**src/rtl/fpu_round_pack_if.sv**
```systemverilog
// Handshake and data bundle between the FPU result producer and the round/pack stage.
// The master drives results in and accepts packed words; the slave is the packer itself.
interface fpu_round_pack_if #(
    parameter int unsigned EXP_W = 10
);
    logic [1:0]       mode_in;
    logic             in_valid;
    logic             in_ready;
    logic             in_sign;
    logic [EXP_W-1:0] in_exp;
    logic [27:0]      in_mant;
    logic             in_nan;
    logic             in_inf;
    logic             out_valid;
    logic             out_ready;
    logic [31:0]      out;
    logic             overflow;
    logic             underflow;
    logic             in_exact;
    logic             zero;
    logic             op_nan;

    modport master (
        output mode_in, in_valid, in_sign, in_exp, in_mant, in_nan, in_inf, out_ready,
        input  in_ready, out_valid, out, overflow, underflow, in_exact, zero, op_nan
    );

    modport slave (
        input  mode_in, in_valid, in_sign, in_exp, in_mant, in_nan, in_inf, out_ready,
        output in_ready, out_valid, out, overflow, underflow, in_exact, zero, op_nan
    );
endinterface

```
**src/rtl/fpu_round_pack.sv**
```systemverilog
// Normalizes an unnormalized FPU result one bit per cycle, rounds it per the captured
// rounding mode and packs it into an IEEE 754 single-precision word with exception flags.
module fpu_round_pack #(
    parameter int unsigned EXP_W    = 10,
    parameter int unsigned COLLAPSE = 26
) (
    input logic            clk_in,
    input logic            rst,
    fpu_round_pack_if.slave bus
);

    typedef enum logic [1:0] {StIdle, StNorm, StRound, StDone} state_e;

    localparam logic signed [EXP_W-1:0] ExpOne      = EXP_W'(1);
    localparam logic signed [EXP_W-1:0] ExpCollapse = EXP_W'(1 - int'(COLLAPSE));
    localparam logic signed [EXP_W-1:0] ExpMax      = EXP_W'(255);

    state_e                  state_q, state_d;
    logic                    sign_q, sign_d;
    logic signed [EXP_W-1:0] exp_q, exp_d;
    logic [27:0]             mant_q, mant_d;
    logic                    nan_q, nan_d;
    logic                    inf_q, inf_d;
    logic [1:0]              mode_q, mode_d;
    logic                    valid_q, valid_d;
    logic [31:0]             out_q, out_d;
    logic                    ovf_q, ovf_d;
    logic                    unf_q, unf_d;
    logic                    inx_q, inx_d;
    logic                    zero_q, zero_d;
    logic                    opnan_q, opnan_d;

    // Rounding datapath, evaluated from the normalized state.
    logic                    lsb, grd, rs, inc, inf_sel;
    logic [24:0]             m25;
    logic [23:0]             m24;
    logic signed [EXP_W-1:0] exp_r;
    logic                    rnd_ovf, rnd_inx;
    logic [7:0]              field;
    logic [31:0]             rnd_out;
    logic [27:0]             mant_shr;

    assign mant_shr = {1'b0, mant_q[27:2], mant_q[1] | mant_q[0]};

    always_comb begin
        lsb = mant_q[3];
        grd = mant_q[2];
        rs  = mant_q[1] | mant_q[0];
        unique case (mode_q)
            2'b00:   inc = grd & (rs | lsb);
            2'b01:   inc = 1'b0;
            2'b10:   inc = ~sign_q & (grd | rs);
            2'b11:   inc = sign_q & (grd | rs);
            default: inc = 1'b0;
        endcase
        m25 = {1'b0, mant_q[26:3]} + {24'b0, inc};
        if (m25[24]) begin
            m24   = m25[24:1];
            exp_r = exp_q + ExpOne;
        end else begin
            m24   = m25[23:0];
            exp_r = exp_q;
        end
        rnd_ovf = (exp_r >= ExpMax);
        rnd_inx = grd | rs | rnd_ovf;
        // Subnormals sit at exp 1, so a carry into bit 23 packs with field 1.
        field   = m24[23] ? exp_r[7:0] : 8'h00;
        inf_sel = (mode_q == 2'b00) | ((mode_q == 2'b10) & ~sign_q) |
                  ((mode_q == 2'b11) & sign_q);
        if (rnd_ovf) begin
            rnd_out = inf_sel ? {sign_q, 8'hFF, 23'h000000} : {sign_q, 8'hFE, 23'h7FFFFF};
        end else begin
            rnd_out = {sign_q, field, m24[22:0]};
        end
    end

    always_comb begin
        state_d = state_q;
        sign_d  = sign_q;
        exp_d   = exp_q;
        mant_d  = mant_q;
        nan_d   = nan_q;
        inf_d   = inf_q;
        mode_d  = mode_q;
        valid_d = valid_q;
        out_d   = out_q;
        ovf_d   = ovf_q;
        unf_d   = unf_q;
        inx_d   = inx_q;
        zero_d  = zero_q;
        opnan_d = opnan_q;

        unique case (state_q)
            StIdle: begin
                if (bus.in_valid) begin
                    sign_d  = bus.in_sign;
                    exp_d   = $signed(bus.in_exp);
                    mant_d  = bus.in_mant;
                    nan_d   = bus.in_nan;
                    inf_d   = bus.in_inf;
                    mode_d  = bus.mode_in;
                    state_d = StNorm;
                end
            end
            StNorm: begin
                if (nan_q || inf_q || (mant_q == 28'd0)) begin
                    state_d = StRound;
                end else if (mant_q[27]) begin
                    mant_d = mant_shr;
                    exp_d  = exp_q + ExpOne;
                end else if (exp_q < ExpCollapse) begin
                    // Far below the subnormal range: every bit ends up in sticky anyway.
                    mant_d = {27'b0, |mant_q};
                    exp_d  = ExpOne;
                end else if (exp_q < ExpOne) begin
                    mant_d = mant_shr;
                    exp_d  = exp_q + ExpOne;
                end else if (!mant_q[26] && (exp_q > ExpOne)) begin
                    mant_d = {mant_q[26:0], 1'b0};
                    exp_d  = exp_q - ExpOne;
                end else begin
                    state_d = StRound;
                end
            end
            StRound: begin
                valid_d = 1'b1;
                state_d = StDone;
                ovf_d   = 1'b0;
                unf_d   = 1'b0;
                inx_d   = 1'b0;
                zero_d  = 1'b0;
                opnan_d = 1'b0;
                if (nan_q) begin
                    out_d   = 32'h7FC00000;
                    opnan_d = 1'b1;
                end else if (inf_q) begin
                    out_d = {sign_q, 8'hFF, 23'h000000};
                end else begin
                    out_d  = rnd_out;
                    ovf_d  = rnd_ovf;
                    inx_d  = rnd_inx;
                    unf_d  = ~rnd_ovf & (field == 8'h00) & rnd_inx;
                    zero_d = (rnd_out[30:0] == 31'd0);
                end
            end
            StDone: begin
                if (bus.out_ready) begin
                    valid_d = 1'b0;
                    state_d = StIdle;
                end
            end
            default: state_d = StIdle;
        endcase
    end

    always_ff @(posedge clk_in) begin
        if (rst) begin
            state_q <= StIdle;
            sign_q  <= 1'b0;
            exp_q   <= '0;
            mant_q  <= '0;
            nan_q   <= 1'b0;
            inf_q   <= 1'b0;
            mode_q  <= 2'b00;
            valid_q <= 1'b0;
            out_q   <= 32'h0;
            ovf_q   <= 1'b0;
            unf_q   <= 1'b0;
            inx_q   <= 1'b0;
            zero_q  <= 1'b0;
            opnan_q <= 1'b0;
        end else begin
            state_q <= state_d;
            sign_q  <= sign_d;
            exp_q   <= exp_d;
            mant_q  <= mant_d;
            nan_q   <= nan_d;
            inf_q   <= inf_d;
            mode_q  <= mode_d;
            valid_q <= valid_d;
            out_q   <= out_d;
            ovf_q   <= ovf_d;
            unf_q   <= unf_d;
            inx_q   <= inx_d;
            zero_q  <= zero_d;
            opnan_q <= opnan_d;
        end
    end

    assign bus.in_ready  = (state_q == StIdle);
    assign bus.out_valid = valid_q;
    assign bus.out       = out_q;
    assign bus.overflow  = ovf_q;
    assign bus.underflow = unf_q;
    assign bus.in_exact  = inx_q;
    assign bus.zero      = zero_q;
    assign bus.op_nan    = opnan_q;

endmodule

```
**src/flat_wrapper.sv**
```systemverilog
// flat-port wrapper written by rule: the top's interface ports become plain ports
module fpu_round_pack_flat 
#(
    parameter int unsigned EXP_W    = 10,
    parameter int unsigned COLLAPSE = 26
)
  (clk_in, rst, bus_mode_in, bus_in_valid, bus_in_sign, bus_in_exp, bus_in_mant, bus_in_nan, bus_in_inf, bus_out_ready, bus_in_ready, bus_out_valid, bus_out, bus_overflow, bus_underflow, bus_in_exact, bus_zero, bus_op_nan);
  fpu_round_pack_if #(.EXP_W(EXP_W)) bus_i ();
  input logic clk_in;
  input logic rst;
  input wire logic [$bits(bus_i.mode_in)-1:0] bus_mode_in;
  input wire logic [$bits(bus_i.in_valid)-1:0] bus_in_valid;
  input wire logic [$bits(bus_i.in_sign)-1:0] bus_in_sign;
  input wire logic [$bits(bus_i.in_exp)-1:0] bus_in_exp;
  input wire logic [$bits(bus_i.in_mant)-1:0] bus_in_mant;
  input wire logic [$bits(bus_i.in_nan)-1:0] bus_in_nan;
  input wire logic [$bits(bus_i.in_inf)-1:0] bus_in_inf;
  input wire logic [$bits(bus_i.out_ready)-1:0] bus_out_ready;
  output wire logic [$bits(bus_i.in_ready)-1:0] bus_in_ready;
  output wire logic [$bits(bus_i.out_valid)-1:0] bus_out_valid;
  output wire logic [$bits(bus_i.out)-1:0] bus_out;
  output wire logic [$bits(bus_i.overflow)-1:0] bus_overflow;
  output wire logic [$bits(bus_i.underflow)-1:0] bus_underflow;
  output wire logic [$bits(bus_i.in_exact)-1:0] bus_in_exact;
  output wire logic [$bits(bus_i.zero)-1:0] bus_zero;
  output wire logic [$bits(bus_i.op_nan)-1:0] bus_op_nan;
  assign bus_i.mode_in = bus_mode_in;
  assign bus_i.in_valid = bus_in_valid;
  assign bus_i.in_sign = bus_in_sign;
  assign bus_i.in_exp = bus_in_exp;
  assign bus_i.in_mant = bus_in_mant;
  assign bus_i.in_nan = bus_in_nan;
  assign bus_i.in_inf = bus_in_inf;
  assign bus_i.out_ready = bus_out_ready;
  assign bus_in_ready = bus_i.in_ready;
  assign bus_out_valid = bus_i.out_valid;
  assign bus_out = bus_i.out;
  assign bus_overflow = bus_i.overflow;
  assign bus_underflow = bus_i.underflow;
  assign bus_in_exact = bus_i.in_exact;
  assign bus_zero = bus_i.zero;
  assign bus_op_nan = bus_i.op_nan;
  fpu_round_pack #(.EXP_W(EXP_W), .COLLAPSE(COLLAPSE)) u_core (.clk_in(clk_in), .rst(rst), .bus(bus_i));
endmodule
```
**config.mk**
```make
export PLATFORM = sky130hd
export DESIGN_NAME = fpu_round_pack_flat
export DESIGN_NICKNAME = d
export VERILOG_FILES = /design/src/rtl/fpu_round_pack_if.sv /design/src/rtl/fpu_round_pack.sv /design/src/flat_wrapper.sv
export SDC_FILE = /design/constraint.sdc
export NUM_CORES = 1
export LEC_CHECK = 0
export CAP_MARGIN = 10
export CORE_ASPECT_RATIO = 0.8
export CORE_MARGIN = 3
export CORE_UTILIZATION = 55
export CTS_CLUSTER_SIZE = 10
export DETAILED_ROUTE_END_ITERATION = 16
export GPL_ROUTABILITY_DRIVEN = 0
export HOLD_SLACK_MARGIN = 0.05
export PLACE_DENSITY = 0.85
export SKIP_CTS_REPAIR_TIMING = 1
export SYNTH_ARGS = -nofsm -noshare
export SYNTH_HDL_FRONTEND = slang
export SYNTH_SLANG_ARGS = --single-unit
```
**constraint.sdc**
```tcl
create_clock -name clk_in -period 10.69 [get_ports clk_in]
set_clock_uncertainty 0.15 [all_clocks]
set_input_delay 2.138 -clock clk_in [delete_from_list [all_inputs] [get_ports clk_in]]
set_output_delay 2.138 -clock clk_in [all_outputs]
set_load 0.005 [all_outputs]
```
Word-level counts from Yosys, hierarchy flattened
Index checks and enable logic that the tools add are counted.
{ "word_totals": {"register_bits": 83, "out_inout_bits": 39, "wordCells": 109} }
{ "classes": {"n_addsub": 3, "order_cmp": 4, "eq_ne": 14, "muxes": 41, "n_bitwise": 15, "n_reduce_logical": 17} }
{ "op_table": {"columns": ["cell", "n"], "rows": [
  ["$mux W28", 6],
  ["$mux W10", 7],
  ["$mux W31", 2],
  ["$pmux W28 S2", 1],
  ["$mux W24", 2],
  ["$mux W32", 1],
  ["$logic_not A31 Y1", 1],
  ["$logic_not A28 Y1", 1],
  ["$reduce_or A28 Y1", 1],
  ["$add A24 B1 Y25", 1],
  ["$pmux W10 S2", 1],
  ["$mux W2", 7],
  ["$add A10 B2 Y10 const B", 1],
  ["$ge A10 B9 Y1 const B", 1],
  ["$gt A10 B2 Y1 const B", 1],
  ["$lt A10 B2 Y1 const B", 1],
  ["$lt A10 B6 Y1 const B", 1],
  ["$mux W1", 10],
  ["$sub A10 B2 Y10 const B", 1],
  ["$ne A3 B2 Y1 const B", 3],
  ["$eq A2 B2 Y1 const B", 4],
  ["$logic_not A8 Y1", 1],
  ["$mux W8", 1],
  ["$pmux W2 S4", 1],
  ["other kinds (18)", 37]
]} }

Depth between registers and ports, before layout
Gate-level depths: netlist of run 1.
{ "logic_depth": {"ltp_word": 12, "ltp_mapped": 16, "mapped_depth_nobuf": 14} }

Worst setup path before layout of run 1
No wires, ideal clock.
{ "synth_timing": {"path_kind": "input -> register", "start": "input bus_in_valid", "end": "register u_core.exp_q[1]", "setup_time_ns": 0.139, "arrival_time_ns": 3.300, "required_time_ns": 10.401, "setup_slack_ns": 7.101, "path_stages": 7, "path_buffers": 3, "path_cell_list": "clkbuf_1 > nor2_1 > a221o_1 > buf_2 > clkbuf_1 > a211oi_1 > a211oi_1"} }
{ "synth_via": {"elab_chain_cells": 2} }
{ "synth_lines": {"columns": ["item", "line_no", "rtl"], "rows": [
  ["start: declaration", "flat_wrapper.sv:12", "input wire logic [$bits(bus_i.in_valid)-1:0] bus_in_valid;"],
  ["$ne A2 B2 Y1 (no source line)", null, null],
  ["$reduce_and A4 Y1 (no source line)", null, null],
  ["end signal: assignment", "fpu_round_pack.sv:175", "exp_q <= exp_d;"],
  ["end: declaration", "fpu_round_pack.sv:20", "logic signed [EXP_W-1:0] exp_q, exp_d;"]
]} }
Every way passes these cells.
A chain may end at the register's enable or synchronous reset.

Final worst setup path of run 1
{ "layout_timing": {"start": "register u_core.mode_q[1]", "end": "register u_core.out_q[22] (netlist: u_core.bus.out[22])"} }
{ "layout_via": {"elab_chain_cells": 8, "word_cells_on_any_way": 17, "cone_classes": "add/sub: 1; order compare: 1; eq/ne: 3; mux: 7; bitwise: 4; reduce/logical: 1"} }
{ "layout_lines": {"columns": ["item", "line_no", "rtl"], "rows": [
  ["start: declaration", "fpu_round_pack.sv:24", "logic [1:0] mode_q, mode_d;"],
  ["start signal: assignment", "fpu_round_pack.sv:179", "mode_q <= mode_d;"],
  ["$eq A2 B2 Y1 (tied with other cells)", "fpu_round_pack.sv:49, fpu_round_pack.sv:69", null],
  ["$pmux W1 S4 / $and A1 B1 Y1 (equally long branches)", "fpu_round_pack.sv:49, fpu_round_pack.sv:68", null],
  ["$add A24 B1 Y25 / $or A1 B1 Y1 (equally long branches)", "fpu_round_pack.sv:56, fpu_round_pack.sv:68", null],
  ["$mux W10 / $or A1 B1 Y1 (equally long branches)", "fpu_round_pack.sv:57, fpu_round_pack.sv:68", null],
  ["$ge A10 B9 Y1 / $mux W24 (equally long branches)", "fpu_round_pack.sv:64, fpu_round_pack.sv:71", null],
  ["$mux W31 (*)", "fpu_round_pack.sv:70", "if (rnd_ovf) begin"],
  ["$mux W31 (*)", "fpu_round_pack.sv:136", "end else if (inf_q) begin"],
  ["$mux W32 (*)", "fpu_round_pack.sv:133", "if (nan_q) begin"],
  ["end signal: assignment", "fpu_round_pack.sv:181", "out_q <= out_d;"],
  ["end: declaration", "fpu_round_pack.sv:26", "logic [31:0] out_q, out_d;"]
]} }
Every way passes the cells marked *; elsewhere a longest branch is shown, timed or not.

==> results by stage, run 1 <==
Run status:
- The run finished with clean final reports.

Die:
- The floorplan has 32 rows.
- The die covers around 12,000 µm².
- The horizontal die dimension is between 100 and 150 µm.
- The core region is between 9000 and 10,000 µm².
- The die height is approximately 97 µm.
- Once the floorplan was initialized, standard cells occupied between 50 and 60% of the core.
- The count of boundary I/O pins is 86.

Critical path:
- The cell type with the highest occurrence count on the critical path is sky130_fd_sc_hd__ha_1.
- In this design, the stage delay of the slowest critical-path cell is ~0.68 ns.
- The type of element launching the critical path is a register.
- At the worst endpoint, the required time is roughly 11 ns.
- Data arrives at the worst endpoint at roughly 4.7 ns.
- The capturing element type of the critical path is a register.
- Along the worst path, the maximum fanout reaches 12.
- The register-to-register setup slack is 6.09 ns.
- The signal on the critical path passes through and2_1 > ha_1 > nor2_1 > nand2_1 > o21ai_0 > ha_1 > ha_1 > nand3_4 > or3_1 > nor3_2 > o31ai_1 > o2bb2ai_1 > a211o_1 > a311oi_1.
- The class of the most critical setup path is register to register.
- The critical path's slowest cell is sky130_fd_sc_hd__nor3_2.

Timing:
- The minimum setup slack in the final design is between 6 and 7 ns.
- For the pin with the worst max-slew slack, the measured transition is 1.08 ns.
- The number of max-slew violations in the final report is 0.
- The fraction of the cycle the final worst path needs is roughly 43%.
- The total of endpoints with negative setup slack in the final report is 0.
- The remaining max-slew budget at the tightest pin is 27.9%.
- The final total negative setup slack is 0 ns.
- Setup repair after global routing left no endpoint under its margin.
- The final hold violation count came to 0.
- The final hold slack is 0.309 ns.
- The post-route minimum period is approximately 4.6 ns.
- The maximum clock rate is between 200 and 250 MHz.

Yosys:
- The synthesis-stage register bit count is 83.
- The number of enable-type register cells in the synthesized netlist is 0.
- The instance count of the mapped netlist is 760.
- After synthesis, the mean cell area works out to 7.48 µm².
- The number of distinct standard cells referenced by the synthesized netlist is 72.
- The Yosys step of the flow raised 0 warnings.
- In the synthesized netlist the dominant register cell turns out to be sky130_fd_sc_hd__dfxtp_1.
- The total standard cell area after synthesis is approximately 5700 µm².
- Sequential cells were found to cover 29.2% of the synthesized design area.
- The share of synthesized flip-flops with an asynchronous set or reset is 0%.
- When the netlist entered floorplanning its net count stood at between 800 and 900.

Finish:
- The proportion of layout cells with a drive suffix above 1 is a little over 6%.
- The library cell used most frequently in the layout, excluding fill and tap cells, is sky130_fd_sc_hd__nor2_1.
- Summing all non-filler instances in the final layout gives an area of ~6700 µm².
- At the end of the flow, the number of nets in the layout was about 840.
- The count of cells in the finished layout, fillers not included, comes to 922.
- The share of the core filled with cells in the final layout is between 60 and 70%.
- In the layout the commonest cells are 105 x sky130_fd_sc_hd__nor2_1, 84 x sky130_fd_sc_hd__clkdlybuf4s50_1, 83 x sky130_fd_sc_hd__dfxtp_1, 71 x sky130_fd_sc_hd__nand2_1, 62 x sky130_fd_sc_hd__a21oi_1.
- The post-synthesis to final-layout area growth is 17.7%.
- The repair_antennas step left the layout with diodes totalling 0.

Clock network:
- The clock reaches the later pin of the worst-skew pair after ~0.34 ns.
- The clock passes through at most 2 buffers.
- The CTS tree is yes.
- The number of clock sinks is 83.
- The tree is rooted in a sky130_fd_sc_hd__clkbuf_16.
- TritonCTS created 9 clock buffers.
- After clock tree synthesis, the clock-pin slew on the worst setup and hold paths is approximately 0.070 ns.
- The H-tree depth is 3.

Drt:
- Summed over all layers, the routed wires come to roughly 17 mm.
- The residual antenna-violating net count after detailed routing is 0.
- In the routed design, unresolved DRC markers number 0.
- The wire length per cell is ~18 µm.
- For this block, the via count after detailed routing is between 6,000 and 7,000.
- The first TritonRoute pass finished after 6 iterations.
- The via density per instance is 6.64.
- The starting DRC count in detailed routing is 711.

Placement:
- Once placement completed, the tool counted placed cells totaling slightly above 900.
- The post-place instance area is approximately 6300 µm².
- Timing analysis after detailed placement gives a worst setup slack of between 6 and 7 ns.
- Detailed placement ended at an HPWL of approximately 12 mm.
- Port buffering added 85 buffers.

Power and ir drop:
- In this run the static leakage power is about 2.3 nW.
- IR analysis of the VDD net gives a maximum drop of around 240 µV.
- In this run the power density over the cells is 311 nW/µm².
- Overall power consumption after layout is estimated at about 2.1 mW.

Global route:
- The first global-routing pass estimated about 27 mm of wire.
- The number of global-route vias before repair was roughly 5,400.
- The number of antenna violations at the first check in global routing came to 0.
- The total overflow reported by the global router is 0.
- The total routing resource utilization after global routing is a little over a quarter.
- The pin count of the biggest net entering global routing is 75.

Hold path:
- The min-delay analysis places its worst path in the category register to register.

Run:
- The max capacitance violation total is 0.
[worst max-delay path, delay by kind of cell (launching register included)]
family | cells | cell delay (ns)
AOI/OAI and AO/OA | 5 | 1.47
adders and majority gates | 3 | 0.78
DFF | 1 | 0.42
and+or+nand+nor | 6 | 1.68
[worst paths after layout]
path	start	cells past startpoint	endpoint
hold reg to reg	u_core.bus.out[1]$_SDFFE_PP0P_	2	u_core.bus.out[1]$_SDFFE_PP0P_
setup reg to reg	u_core.mode_q[1]$_SDFFE_PP0P_	14	u_core.bus.out[22]$_SDFFE_PP0P_
setup / recovery	u_core.mode_q[1]$_SDFFE_PP0P_	14	u_core.bus.out[22]$_SDFFE_PP0P_
hold / removal	u_core.bus.out[1]$_SDFFE_PP0P_	2	u_core.bus.out[1]$_SDFFE_PP0P_
[per-layer routing]
metal	global-route usage (%)	wire length [µm]	up-vias	share of wire, %
li1	-	-	2826	-
met1	39.5	7310	2826	44
met2	41.8	7230	426	43
met3	4.97	1780	48	11
met4	6.87	326	0	2.0
met5	0	0	-	0
[synth_stat cells (all sizes together) (4+ instances only)]
library cell,instances,share of area [%]
a211oi,17,2.2
a21boi,7,1.1
a21oi,62,5.5
a221oi,38,6.3
a311oi,5,0.77
a31o,5,0.77
a31oi,4,0.44
and2,8,0.88
and3,8,0.88
and4,6,0.92
buf,31,3.5
clkbuf,48,3.2
dfxtp,83,29
ha,10,2.2
inv,19,1.3
mux2i,7,1.2
nand2,71,4.7
nand3,27,2.6
nand4,15,1.9
nor2,105,6.9
nor3,42,4.1
nor4,12,1.3
o21ai,27,2.8
o2bb2ai,5,0.77
o31ai,5,0.75
xnor2,25,3.9
xor2,12,1.8
[area by class of cell]
cell class	count	area, µm²
clock inverter	5	85.1
fill	839	3160
timing repair buffer	89	888
clock buffer	11	243
inverter	19	71.3
sequential	83	1660
tap	136	170
multi-input combinational	579	3570
[report_power, final]
part	switching (mW)	internal [mW]	leakage [nW]
registers	0.224	0.403	0.677
clock network	0.133	0.213	0.156
logic	0.667	0.442	1.47
[kinds of logic after synthesis]
logic type	after synthesis	share of synthesized area (%)
buf+inv	98	7.95
compound gates	210	26.7
xor+xnor	37	5.70
simple gates	314	26.8
fa+ha+maj	10	2.20
flops	83	29.2
mux	8	1.43
[sequential cells by signal, summed over array words and instances, names as in the netlist]
register	cells
u_core.bus.in_exact	1
u_core.sign_q	1
u_core.bus.out_valid	1
u_core.nan_q	1
u_core.bus.op_nan	1
u_core.state_q	2
u_core.mant_q	28
u_core.bus.underflow	1
u_core.bus.zero	1
u_core.bus.overflow	1
u_core.inf_q	1
u_core.exp_q	10
u_core.mode_q	2
u_core.bus.out	32
No activity file was read; power rests on OpenSTA's default activity.
==> inputs of run 2 (changes only) <==
==> constraint.sdc (replaced) <==
create_clock -name clk_in -period 4.7 [get_ports clk_in]
set_clock_uncertainty 0.15 [all_clocks]
set_input_delay 0.94 -clock clk_in [delete_from_list [all_inputs] [get_ports clk_in]]
set_output_delay 0.94 -clock clk_in [all_outputs]
set_load 0.005 [all_outputs]
==> run 2 against run 1 <==
Sequential cell count did not move. Utilization fell by 0.076 points. Non-clock buffer count rose by 3. Clock power rose by 120%. Worst setup slack got worse by 5.4 ns. Total power rose by 130%. Die area did not move. Register-to-register slack got worse by 5.4 ns. Global-route usage rose by 0.98 points. Highest routed layer unchanged. Sequential power rose by 130%. Count of clock-buffer cells in the layout fell by 1.
==> results by stage, run 2 (same netlist as run 1, synthesis figures left out) <==
Global route:
- The number of global-route vias before repair is 5,426 (was 5,381).
- The total overflow reported by the global router is 0 (unchanged).
- The number of antenna violations at the first check in global routing is 0 (unchanged).
- The pin count of the biggest net entering global routing is 74 (was 75).
- The first-pass GRT wire length is 27.4 mm (was 26.5 mm).
- The total routing resource utilization after global routing was 28.2% (was 27.2%).

Die:
- The number of rows created at floorplan came to 32 (unchanged).
- The die height was 96.9 µm (unchanged).
- The floorplan die area is 11,600 µm² (unchanged).
- The core region area is 9850 µm² (unchanged).
- The count of boundary I/O pins is 86 (unchanged).
- The initial core utilization was 57.7% (unchanged).
- The horizontal die dimension is 120 µm (unchanged).

Drt:
- The routed wire length on met2 is 7.39 mm (was 7.23 mm).
- The highest routing layer actually used is met4 (unchanged).
- The residual antenna-violating net count after detailed routing came to 0 (unchanged).
- The starting DRC count in detailed routing is 997 (was 711).
- The DRC violations left is 0 (unchanged).
- The overall via count from detail_route is 5,996 (was 6,126).
- The routed wire length on met3 came to 1.80 mm (was 1.78 mm).
- The wire length per cell was 18.3 µm (was 18.1 µm).
- The detailed-route wire length on metal 1 is 7.52 mm (was 7.31 mm).
- The wire length after detailed routing came to 16.9 mm (was 16.6 mm).
- The number of detailed-routing iterations run before antenna repair is 7 (was 6).
- The via density per instance is 6.48 (was 6.64).

Placement:
- The sum of net half-perimeters after detailed placement is 12.1 mm (was 11.6 mm).
- The count of buffers inserted at the top-level ports is 85 (unchanged).
- The worst-case setup slack after placement was 0.756 ns (was 6.13 ns).
- The number of placed instances with taps included came to 909 (was 905).

Critical path:
- The worst-path maximum fanout is 12 (unchanged).
- The critical register-to-register path endpoint is u_core.bus.out[17]$_SDFFE_PP0P_ (was u_core.bus.out[22]$_SDFFE_PP0P_).
- The register-to-register setup slack is 0.69 ns (was 6.09 ns).
- The data arrival time of the worst path is 4.10 ns (was 4.69 ns).
- The class of the most critical setup path is register to register (unchanged).
- The startpoint of the worst-slack reg-to-reg timing path is u_core.mode_q[1]$_SDFFE_PP0P_ (unchanged).
- The cell depth of the worst flop-to-flop path is 15 (was 14).
- The type of element launching the critical path was a register (unchanged).
- The capturing element type of the critical path is a register (unchanged).
- The required time reported for the critical path endpoint is 4.78 ns (was 10.78 ns).

Finish:
- The register area is 1660 µm² (unchanged).
- The total inserted antenna cells came to 0 (unchanged).
- The final cell count without fillers is 925 (was 922).
- The multi-input gate area in the final layout is 3570 µm² (unchanged).
- The number of flip-flops in the largest register was 32 (unchanged).
- The number of fill cells in the layout is 869 (was 839).
- The post-synthesis to final-layout area growth is 17.6% (was 17.7%).
- The most common cell after layout, fill and taps aside is sky130_fd_sc_hd__nor2_1 (unchanged).
- The number of nets in the layout is 841 (was 838).
- The proportion of layout cells with a drive suffix above 1 is 6.72% (was 6.23%).
- Top library cells by usage in the layout, fill and taps aside: 105 x sky130_fd_sc_hd__nor2_1, 84 x sky130_fd_sc_hd__clkdlybuf4s50_1, 83 x sky130_fd_sc_hd__dfxtp_1, 71 x sky130_fd_sc_hd__nand2_1, 62 x sky130_fd_sc_hd__a21oi_1 (unchanged).

Clock network:
- The clock transition time at the flip-flop clock pins of the worst setup and hold paths is 0.07 ns (about the same).
- The buffer type at the clock tree root was sky130_fd_sc_hd__clkbuf_16 (unchanged).
- The H-tree depth was 3 (unchanged).
- The TritonCTS buffer count is 9 (unchanged).
- The clock insertion delay at the later pin of the skew report was 0.34 ns (about the same).
- The number of clock sinks came to 83 (unchanged).
- The CTS tree is yes (unchanged).
- The largest buffer count on any clock path was 2 (unchanged).

Timing:
- The remaining max-slew budget at the tightest pin is 28.3% (was 27.9%).
- The total of endpoints with negative setup slack in the final report is 0 (unchanged).
- The final total negative setup slack is 0 ns (unchanged).
- Unrepaired setup endpoints after global routing: false (unchanged).
- The post-route minimum period came to 4.01 ns (was 4.60 ns).
- The fraction of the cycle the final worst path needs came to 85.4% (was 43.0%).
- The final hold violation count is 0 (unchanged).
- The slew of the pin with the lowest slew margin came to 1.08 ns (about the same).
- The final hold slack is 0.304 ns (was 0.309 ns).
- The number of max-slew violations in the final report is 0 (unchanged).
- The minimum setup slack in the final design was 0.686 ns (was 6.09 ns).
- The maximum clock rate is 249 MHz (was 217 MHz).

Hold path:
- The number of cells traversed by the worst hold path came to 2 (unchanged).
- The destination of the worst hold path is u_core.bus.out[7]$_SDFFE_PP0P_ (was u_core.bus.out[1]$_SDFFE_PP0P_).
- The launch instance of the worst min-delay path is u_core.bus.out[7]$_SDFFE_PP0P_ (was u_core.bus.out[1]$_SDFFE_PP0P_).
- The path category of the worst min-delay check is register to register (unchanged).

Run status:
- Run status: finished clean (unchanged).

Run:
- The max capacitance violation total is 0 (unchanged).

Power and ir drop:
- The total leakage power is 2.30 nW (about the same).
- The ratio of total power to cell area is 704 nW/µm² (was 311 nW/µm²).
- The peak ir drop on the vdd network is 490 µV (was 241 µV).
[run 2: cell types whose count changed in the layout (fill, tap and decap cells not counted), sizes merged]
cell	previous run	this run
buf	5	8
bufinv	2	1
clkbuf	11	10
clkinvlp	1	2
inv	20	21
[run 2: worst max-delay path by stage]
| stage | start | end | slack (ns) | cells past startpoint |
|---|---|---|---|---|
| floorplan | u_core.mode_q[0]$_SDFFE_PP0P_ | u_core.bus.out[17]$_SDFFE_PP0P_ | 1.31 | 16 |
| detailed placement | u_core.mode_q[0]$_SDFFE_PP0P_ | u_core.bus.out[17]$_SDFFE_PP0P_ | 0.76 | 15 |
| CTS | u_core.mode_q[0]$_SDFFE_PP0P_ | u_core.bus.out[17]$_SDFFE_PP0P_ | 0.75 | 15 |
| global route | u_core.mode_q[1]$_SDFFE_PP0P_ | u_core.bus.out[17]$_SDFFE_PP0P_ | 0.41 | 15 |
| finish | u_core.mode_q[1]$_SDFFE_PP0P_ | u_core.bus.out[17]$_SDFFE_PP0P_ | 0.69 | 15 |
| global placement | u_core.mode_q[0]$_SDFFE_PP0P_ | u_core.bus.out[15]$_SDFFE_PP0P_ | 0.91 | 15 |
[run 2: final cells by class]
cell class | instances | area share [%]
tap | 136 | 2.55
inverter | 19 | 1.07
sequential | 83 | 24.9
multi-input combinational | 579 | 53.4
clock inverter | 6 | 1.07
clock buffer | 10 | 3.58
timing repair buffer | 92 | 13.4
[run 2: routing by layer]
metal	vias to the layer above	global-route usage, %
li1	2821	-
met1	2778	40.4
met5	-	0
met3	35	6.49
met4	0	6.07
met2	362	43.5
[run 2: per-stage QoR]
stage               util, %  power [mW]  area [µm²]
floorplan                 -        3.29        5680
global placement       64.7        3.76        6370
detailed placement     64.7        3.86        6370
CTS                    67.8        4.61        6680
global route           67.8        5.01        6680
finish                 67.8        4.70        6680
[run 2: critical path: stages, from the launching register on]
cell	delay (ns)
sky130_fd_sc_hd__dfxtp_1	0.40
sky130_fd_sc_hd__and2_1	0.16
sky130_fd_sc_hd__ha_1	0.22
sky130_fd_sc_hd__nor2_1	0.10
sky130_fd_sc_hd__nand2_1	0.05
sky130_fd_sc_hd__o21ai_0	0.07
sky130_fd_sc_hd__ha_1	0.25
sky130_fd_sc_hd__ha_1	0.28
sky130_fd_sc_hd__nand3_4	0.14
sky130_fd_sc_hd__or3_1	0.54
sky130_fd_sc_hd__nor3_2	0.20
sky130_fd_sc_hd__buf_4	0.22
sky130_fd_sc_hd__nor2_1	0.10
sky130_fd_sc_hd__o211ai_1	0.57
sky130_fd_sc_hd__o21ai_0	0.22
sky130_fd_sc_hd__a22o_1	0.23
[run 2: power breakdown]
group	switching, mW	internal (mW)
sequential	0.509	0.917
combinational	1.53	0.997
clock	0.315	0.431
==> inputs of run 3 (changes only) <==
--- a/config.mk
+++ b/config.mk
@@ -9,6 +9,7 @@
 export CORE_ASPECT_RATIO = 0.8
 export CORE_MARGIN = 3
 export CORE_UTILIZATION = 55
+export CTS_BUF_LIST = sky130_fd_sc_hd__clkbuf_8 sky130_fd_sc_hd__clkbuf_16
 export CTS_CLUSTER_SIZE = 10
 export DETAILED_ROUTE_END_ITERATION = 16
 export GPL_ROUTABILITY_DRIVEN = 0
==> results of run 3 <==
Same layout as run 2: the final DEF is identical, and so are final timing and power.
